### config.mk
export PLATFORM = sky130hd
export DESIGN_NAME = uart_alu_interface
export DESIGN_NICKNAME = d
export VERILOG_FILES = /design/src/rtl/uart_alu_interface.sv
export SDC_FILE = /design/constraint.sdc
export NUM_CORES = 1
export LEC_CHECK = 0
export BUFFER_PORTS_ARGS = -buffer_cell sky130_fd_sc_hd__buf_4
export CAP_MARGIN = 10
export CORE_MARGIN = 2
export CORE_UTILIZATION = 57
export DETAILED_ROUTE_END_ITERATION = 10
export GPL_ROUTABILITY_DRIVEN = 0
export GPL_TIMING_DRIVEN = 0
export PLACE_DENSITY = 0.83
export SYNTH_ARGS = -nofsm -noshare
export SYNTH_HDL_FRONTEND = slang
export SYNTH_SLANG_ARGS = --single-unit
### constraint.sdc
create_clock -name i_clk -period 5.9 [get_ports i_clk]
set_input_delay 0 -clock i_clk [delete_from_list [all_inputs] [get_ports i_clk]]
set_output_delay 0 -clock i_clk [all_outputs]
set_load 0.03 [all_outputs]
### src/rtl/uart_alu_interface.sv
// Gathers three UART bytes into an ALU command (A, B, opcode), forwards the ALU
// result to the transmitter as a one-cycle start pulse, and drops partial commands on timeout.
module uart_alu_interface #(
  parameter int IO_SIZE  = 8,
  parameter int OP_SIZE  = 6,
  parameter int TIMEOUT  = 1000000,
  parameter int TO_WIDTH = 20
) (
  input  logic               i_clk,
  input  logic               i_reset,
  input  logic               i_rx_done,
  input  logic [IO_SIZE-1:0] i_rx_data,
  input  logic [IO_SIZE-1:0] i_alu_result,
  input  logic               i_tx_done,
  output logic [IO_SIZE-1:0] o_data_a,
  output logic [IO_SIZE-1:0] o_data_b,
  output logic [OP_SIZE-1:0] o_op,
  output logic [IO_SIZE-1:0] o_tx_data,
  output logic               o_tx_start,
  output logic               o_busy,
  output logic               o_timeout
);

  typedef enum logic [2:0] {
    WAIT_A  = 3'd0,
    WAIT_B  = 3'd1,
    WAIT_OP = 3'd2,
    SEND    = 3'd3,
    WAIT_TX = 3'd4
  } state_t;

  localparam bit                  TO_EN   = (TIMEOUT > 0);
  localparam logic [TO_WIDTH-1:0] TO_LAST = TO_WIDTH'((TIMEOUT > 0) ? TIMEOUT - 1 : 0);

  state_t              state, state_nxt;
  logic [TO_WIDTH-1:0] to_cnt;
  logic                to_hit, to_fire, cnt_run;
  logic                ld_a, ld_b, ld_op, ld_tx;

  assign to_hit = TO_EN && (to_cnt == TO_LAST);
  assign o_busy = (state == SEND) || (state == WAIT_TX);

  always_ff @(posedge i_clk or posedge i_reset) begin
    if (i_reset) state <= WAIT_A;
    else         state <= state_nxt;
  end

  // A byte arriving on the terminal timeout cycle takes priority over the timeout.
  always_comb begin
    state_nxt = state;
    ld_a      = 1'b0;
    ld_b      = 1'b0;
    ld_op     = 1'b0;
    ld_tx     = 1'b0;
    to_fire   = 1'b0;
    cnt_run   = 1'b0;
    case (state)
      WAIT_A: if (i_rx_done) begin
        ld_a      = 1'b1;
        state_nxt = WAIT_B;
      end
      WAIT_B: begin
        cnt_run = 1'b1;
        if (i_rx_done) begin
          ld_b      = 1'b1;
          state_nxt = WAIT_OP;
        end else if (to_hit) begin
          to_fire   = 1'b1;
          state_nxt = WAIT_A;
        end
      end
      WAIT_OP: begin
        cnt_run = 1'b1;
        if (i_rx_done) begin
          ld_op     = 1'b1;
          state_nxt = SEND;
        end else if (to_hit) begin
          to_fire   = 1'b1;
          state_nxt = WAIT_A;
        end
      end
      SEND: begin
        ld_tx     = 1'b1;
        state_nxt = WAIT_TX;
      end
      WAIT_TX: if (i_tx_done) state_nxt = WAIT_A;
      default: state_nxt = WAIT_A;
    endcase
  end

  // Counter idles at zero outside WAIT_B/WAIT_OP, so entry into those states starts from 0.
  always_ff @(posedge i_clk or posedge i_reset) begin
    if (i_reset)                             to_cnt <= '0;
    else if (!cnt_run || i_rx_done || to_fire) to_cnt <= '0;
    else                                     to_cnt <= to_cnt + 1'b1;
  end

  always_ff @(posedge i_clk or posedge i_reset) begin
    if (i_reset) begin
      o_data_a   <= '0;
      o_data_b   <= '0;
      o_op       <= '0;
      o_tx_data  <= '0;
      o_tx_start <= 1'b0;
      o_timeout  <= 1'b0;
    end else begin
      if (ld_a)  o_data_a  <= i_rx_data;
      if (ld_b)  o_data_b  <= i_rx_data;
      if (ld_op) o_op      <= i_rx_data[OP_SIZE-1:0];
      if (ld_tx) o_tx_data <= i_alu_result;
      o_tx_start <= ld_tx;
      o_timeout  <= to_fire;
    end
  end

endmodule

==> metrics.log, run 1 <==
[metrics] largest stage delay on the critical path: roughly 0.63 ns
[metrics] Worst EP required: between 6 and 7 ns
[metrics] ratio of total power to cell area: a little under 500 mW/mm^2
[metrics] maximum vdd ir drop: 0.321 mV
[metrics] Worst slew margin: 0.365
[metrics] count of standard-cell rows: 23
[metrics] overall fraction of global-route tracks in use: 0.243
[metrics] number of antenna violations at the first check in global routing: 0
[metrics] Bufs and invs on worst path: 1
[metrics] reg-to-reg slack, setup: roughly 3.5 ns
[metrics] worst reg-to-reg path cell count: 5
[metrics] synthesis-stage register bit count: between 50 and 60
[metrics] Primary FF master, synth: dfrtp_1
[metrics] maximum fanout along the worst path: 10
[metrics] endpoint class of the critical path: flip-flop
[metrics] wire length of the first global-routing pass: about 8.3 mm
[metrics] launch instance of the worst register-to-register path: to_cnt[12]$_DFF_PP0_
[metrics] Clock Latency Late Sink: just over 0.3 ns
[metrics] Tightest Pin Transition: 0.950 ns
[metrics] share of flip-flops with an asynchronous set or reset after synthesis: 1.00
[metrics] fraction of layout cells with a size suffix above 1: 0.300
[metrics] leakage power: 0.00139 uW
[metrics] Final setup viols: 0
[metrics] Netlist Area Pre-Place: approximately 0.0024 mm^2
[metrics] Post-DP HPWL: between 3 and 4 mm
[metrics] Max Cap Violations: 0
[metrics] Net Count, Synth: 234
[metrics] hold violation total from the final report: 0
[metrics] nets: around 310
[metrics] Crit Path Class: flip-flop to flip-flop
[metrics] most frequent cells in the layout: 55 x dfrtp_1, 52 x buf_4, 34 x nand2_1
[metrics] length of the first detailed-routing pass in iterations: 5
[metrics] number of ports placed on the die boundary: 53
[metrics] crit path DAT: approximately 2.6 ns
[metrics] warnings from Yosys: 0
[metrics] clock edge transition at the registers on the reported setup and hold paths: roughly 0.10 ns
[metrics] 1st-iter DRT viols: between 100 and 150
[metrics] Root Buffer Master: clkbuf_8
[metrics] shortest period the worst path allows: between 2 and 2.5 ns
[metrics] deepest level of the CTS H-tree: 2
[metrics] number of buffers added by the clock tree synthesis step: 5
[metrics] Die Outline Area: roughly 0.0047 mm^2
[metrics] kind of cell with the highest combined delay on the critical path: simple AND/OR/NAND/NOR gates
[metrics] number of enable flip-flop cells after synthesis: 0
[metrics] outcome: complete, no violations
[metrics] detailed-route via count: 1,881
[metrics] worst reg2reg path endpoint: to_cnt[9]$_DFF_PP0_
[metrics] largest net degree at the start of global routing: 30
[metrics] post-CTS setup buffer count: 0
[metrics] TritonCTS clock tree: done
[metrics] antenna diode count: 0
[metrics] post-synthesis sequential area ratio: 0.584
[metrics] Worst Skew: 0.00461 ns
[metrics] aggregate global routing overflow: 0
[metrics] Die X: around 70 um
[metrics] tightest hold margin: 0.311 ns
[metrics] via count of the first global-routing pass: between 1,500 and 2,000
[metrics] Pins Over Slew Limit: 0
[metrics] count of mapped cells out of synthesis: 213
[metrics] summed negative setup slack over all endpoints: 0 ns
[metrics] most common cell after layout, fill and taps aside: dfrtp_1
[metrics] Area Growth Syn to Fin: 33.2%
[metrics] chip height: slightly below 70 um
[metrics] initial core utilization: 0.589
[metrics] setup repair after global routing missed its margin: false
[metrics] routed wire length: between 5 and 6 mm
[metrics] count of input and output buffers: 52
[metrics] number of distinct library cell variants in the gate-level netlist after synthesis: 32
[metrics] post-detailed-route DRC marker count: 0
[metrics] Avg Synthesized Cell Area: ~11 um^2
[metrics] Routed Antenna Nets: 0
[metrics] number of buffers on the longest clock path: 2
[metrics] total number of clock tree sinks: 55
[metrics] startpoint class of the critical path: flip-flop
[metrics] critical path cell sequence: nor4b_1 -> nand4_1 -> o21ai_1 -> clkbuf_1 -> nor2_1
[metrics] Via-to-Cell Ratio: between 5 and 6
[metrics] Avg WL per Cell: approximately 15 um
[metrics] slowest cell on the critical path: o21ai_1
[metrics] path type of the worst min-delay path: primary input to asynchronous set/reset pin
[metrics] maximum clock rate: roughly 0.41 GHz
[metrics] area inside the core boundary: approximately 0.0040 mm^2
[metrics] Tcrit/Tclk final: 0.409
[stage by stage]
step | cell area [um^2] | total power, uW | cells | setup slack (ns) | utilization
floorplan | 2350 | 1010 | 213 | 3.91 | -
global placement | 2810 | 1240 | 315 | 3.58 | 0.702
detailed placement | 2830 | 1260 | 316 | 3.54 | 0.707
CTS | 3140 | 1530 | 343 | 3.51 | 0.784
global route | 3140 | 1600 | 343 | 3.27 | 0.784
finish | 3140 | 1530 | 343 | 3.49 | 0.784
[per-layer routing]
| layer | GRT usage | share of wire |
|---|---|---|
| met5 | 0 | 0 |
| met4 | 0.145 | 0.031 |
| met1 | 0.299 | 0.42 |
| met2 | 0.392 | 0.51 |
| met3 | 0.0543 | 0.047 |
[synth_stat cells (all sizes together), types with 2 or more instances]
| master | number | area share |
|---|---|---|
| dfrtp | 55 | 0.58 |
| nand2 | 34 | 0.054 |
| mux2 | 22 | 0.11 |
| nor2 | 12 | 0.019 |
| a21oi | 10 | 0.021 |
| nand3 | 9 | 0.021 |
| o21ai | 8 | 0.017 |
| xnor2 | 8 | 0.030 |
| clkbuf | 6 | 0.0096 |
| nor3 | 6 | 0.015 |
| inv | 5 | 0.0080 |
| or3 | 5 | 0.013 |
| or4 | 5 | 0.016 |
| and3 | 3 | 0.0085 |
| nand2b | 3 | 0.0080 |
| nand4 | 3 | 0.0080 |
| o31ai | 3 | 0.0096 |
| xor2 | 3 | 0.011 |
| nor2b | 2 | 0.0053 |
| nor3b | 2 | 0.0064 |
| nor4 | 2 | 0.0053 |
[sequential cells by signal (all words and copies together) (netlist names)]
signal and cells:
o_data_a 8, o_data_b 8, o_op 6, o_timeout 1, o_tx_data 8, o_tx_start 1, state 3, to_cnt 20
[timing repair]
action                                  in CTS  in global routing
gates resized for setup                      0                  0
endpoints found under the setup margin       0                  0
hold buffers                                19                  0
endpoints found under the hold margin       58                  0
[worst max-delay path by stage]
stage                         startpoint                   end  cells past startpoint
CTS                 to_cnt[12]$_DFF_PP0_   to_cnt[9]$_DFF_PP0_                      5
detailed placement  to_cnt[12]$_DFF_PP0_  to_cnt[11]$_DFF_PP0_                      5
global route        to_cnt[12]$_DFF_PP0_   to_cnt[9]$_DFF_PP0_                      5
finish              to_cnt[12]$_DFF_PP0_   to_cnt[9]$_DFF_PP0_                      5
floorplan            to_cnt[0]$_DFF_PP0_  to_cnt[18]$_DFF_PP0_                      6
global placement     to_cnt[8]$_DFF_PP0_  to_cnt[11]$_DFF_PP0_                      5
[cells by family after synthesis]
kind of cell               share of synthesized area
DFF                                            0.584
and+or+nand+nor                                0.195
buffers and inverters                         0.0213
muxes                                          0.105
adders and majority gates                    0.00531
xor gates and xnor gates                      0.0409
AOI/OAI and AO/OA                             0.0478
[power breakdown]
group	total, uW	switching, uW	internal (uW)
Combinational	698	418	280
Clock	259	121	137
Sequential	570	71.0	499
Total	1530	611	917
[cell type report]
cell class	instances	area [um^2]
Timing Repair Buffer	72	601
Clock buffer	6	82.6
Tap cell	50	62.6
Fill cell	246	865
Multi-Input combinational cell	145	928
Sequential cell	55	1380
Inverter	6	22.5
Clock inverter	2	35.0
Buffer	7	27.5
[worst reg2reg max path, stage by stage (launching register included)]
cell      delay (ns)
dfrtp_1         0.47
nor4b_1         0.41
nand4_1         0.22
o21ai_1         0.63
clkbuf_1        0.44
nor2_1          0.11
No activity file was read; power rests on OpenSTA's default activity.
==> run 2: changes to the inputs <==
Settings changed: CORE_UTILIZATION 57 to 48, PLACE_DENSITY 0.83 to 0.75.
Clock period 5.9 ns to 2.1 ns, I/O delays scaled along.
==> run 2 against run 1 <==
  * Wire length fell by 5.4%
  * Maximum frequency rose by 20%
  * Largest power group unchanged
  * Global-route usage shrank 5.7 points
  * Clock power up 120%
  * Sequential power rose to 2.8 times the previous value
  * Final cell count is 6.4% higher
==> metrics.log, run 2 (synthesis results as in run 1) <==
[metrics] chip height: 74.0 um (+8.4%)
[metrics] path type of the worst min-delay path: primary input to asynchronous set/reset pin
[metrics] Die X: 74.0 um (+8.4%)
[metrics] clock edge transition at the registers on the reported setup and hold paths: 0.10 ns (about the same)
[metrics] most frequent cells in the layout: 58 x buf_4, 54 x dfrtp_1, 34 x nand2_1
[metrics] number of buffers on the longest clock path: 2 (unchanged)
[metrics] Routed Antenna Nets: 0 (unchanged)
[metrics] fraction of layout cells with a size suffix above 1: 0.326 (+0.0252)
[metrics] Root Buffer Master: clkbuf_8
[metrics] nets: 318 (+1.6%)
[metrics] Final setup viols: 0 (unchanged)
[metrics] flip-flop count of the largest register after layout: 20 (unchanged)
[metrics] endpoint class of the critical path: flip-flop
[metrics] count of standard-cell rows: 25 (+8.7%)
[metrics] Pwr Total: 4210 uW (+180%)
[metrics] Tcrit/Tclk final: 0.959 (+0.550)
[metrics] launch instance of the worst register-to-register path: to_cnt[1]$_DFF_PP0_
[metrics] Worst Skew: 0.00923 ns (+0.00462 ns)
[metrics] overall fraction of global-route tracks in use: 0.186 (-0.0567)
[metrics] outcome: complete, no violations
[metrics] Crit Path Class: flip-flop to flip-flop
[metrics] aggregate global routing overflow: 0 (unchanged)
[metrics] number of buffers added by the clock tree synthesis step: 5 (unchanged)
[metrics] detailed-route via count: 1,836 (-2.4%)
[metrics] hold violation total from the final report: 0 (unchanged)
[metrics] core utilization of the finished layout: 0.677 (-0.107)
[metrics] ratio of total power to cell area: 1310 mW/mm^2 (+170%)
[metrics] post-placement setup slack: -0.304 ns (-3.84 ns)
[metrics] Worst slew margin: 0.532 (+0.167)
[metrics] area inside the core boundary: 0.00472 mm^2 (+18%)
[metrics] Die Outline Area: 0.00548 mm^2 (+18%)
[metrics] Post-DP HPWL: 3.47 mm (+1.7%)
[metrics] tightest hold margin: 0.209 ns (-0.102 ns)
[metrics] maximum fanout along the worst path: 8 (-2)
[metrics] leakage power: 0.00140 uW (+0.71%)
[metrics] crit path DAT: 2.25 ns (-0.34 ns)
[metrics] TritonCTS clock tree: done
[metrics] number of antenna violations at the first check in global routing: 0 (unchanged)
[metrics] antenna diode count: 0 (unchanged)
[metrics] Worst EP required: 2.33 ns (-3.75 ns)
[metrics] total number of clock tree sinks: 55 (unchanged)
[metrics] most common cell after layout, fill and taps aside: buf_4
[metrics] largest net degree at the start of global routing: 41 (+37%)
[metrics] Critical Path Start: to_cnt[1]$_DFF_PP0_
[metrics] Clock Latency Late Sink: 0.30 ns (about the same)
[metrics] shortest period the worst path allows: 2.01 ns (-0.399 ns)
[metrics] maximum vdd ir drop: 1.01 mV (+210%)
[metrics] filler instances: 360 (+46%)
[metrics] Area Growth Syn to Fin: 35.9%
[metrics] length of the first detailed-routing pass in iterations: 4 (-1)
[metrics] deepest level of the CTS H-tree: 2 (unchanged)
[metrics] count of input and output buffers: 52 (unchanged)
[metrics] Max Cap Violations: 0 (unchanged)
[metrics] initial core utilization: 0.499 (-0.0901)
[metrics] post-detailed-route DRC marker count: 0 (unchanged)
[metrics] Via-to-Cell Ratio: 5.03 (-8.3%)
[metrics] Pins Over Slew Limit: 0 (unchanged)
[metrics] routed wire length: 4.94 mm (-5.4%)
[metrics] 1st-iter DRT viols: 86 (-20%)
[metrics] wire length of the first global-routing pass: 7.91 mm (-4.2%)
[metrics] slack of the critical path: 0.0864 ns (-3.40 ns)
[metrics] register with the highest flop count: to_cnt
[metrics] number of ports placed on the die boundary: 53 (unchanged)
[metrics] summed negative setup slack over all endpoints: 0 ns (unchanged)
[metrics] maximum clock rate: 0.497 GHz (+20%)
[metrics] Avg WL per Cell: 13.5 um (-11%)
[metrics] Tightest Pin Transition: 0.698 ns (-0.252 ns)
[metrics] via count of the first global-routing pass: 1,759 (-3.8%)
[metrics] startpoint class of the critical path: flip-flop
[run 2: per-layer routing]
layer / up-vias / track usage / wire [um]
met4: 0 / 0.0545 / 48
li1: 904 / - / -
met1: 886 / 0.238 / 2120
met5: - / 0 / 0
met2: 42 / 0.322 / 2600
met3: 4 / 0.0379 / 177
[run 2: worst paths after layout]
check,slack [ns],cells past startpoint,to
worst min-delay path,0.21,3,o_data_a[7]$_DFFE_PP0P_
worst min register to register,0.48,2,o_tx_data[6]$_DFFE_PP0P_
worst max register to register,0.09,6,to_cnt[18]$_DFF_PP0_
max in group asynchronous,1.35,4,to_cnt[7]$_DFF_PP0_
min in group i_clk,0.42,4,o_tx_data[5]$_DFFE_PP0P_
worst max-delay path,0.09,6,to_cnt[18]$_DFF_PP0_
[run 2: metrics by stage]
| step | area (um^2) | cells |
|---|---|---|
| global placement | 2830 | 332 |
| detailed placement | 2850 | 333 |
| finish | 3200 | 365 |
| CTS | 3160 | 362 |
| floorplan | 2350 | 213 |
| global route | 3200 | 365 |
[run 2: cell type report]
cell class	instances	area (um^2)	area share
flip-flops and latches	55	1380	0.431
repair buffers	77	638	0.199
plain buffers	7	31.3	0.00978
clock inverters	2	16.3	0.00508
inverters	6	22.5	0.00704
well taps	67	83.8	0.0262
multi-input cells	145	957	0.299
clock buffers	6	72.6	0.0227
[run 2: report_power, final]
group | total, uW | switching, uW | internal, uW
clock network | 578 | 338 | 240
registers | 1600 | 194 | 1400
logic | 2030 | 1190 | 843
[run 2: critical path, cell delays in order (launching register included)]
cell	delay [ns]
dfrtp_1	0.40
ha_4	0.17
nand2_1	0.09
or4_1	0.51
buf_4	0.17
or4_1	0.46
a21oi_1	0.13
[run 2: repair_timing]
action,4_1_cts,5_1_grt
endpoints found under the setup margin,11,7
hold buffers,19,0
hold endpoints to repair,54,0
cloned,0,0
pin swaps,0,3
setup buffers,2,3
resized for setup,4,5
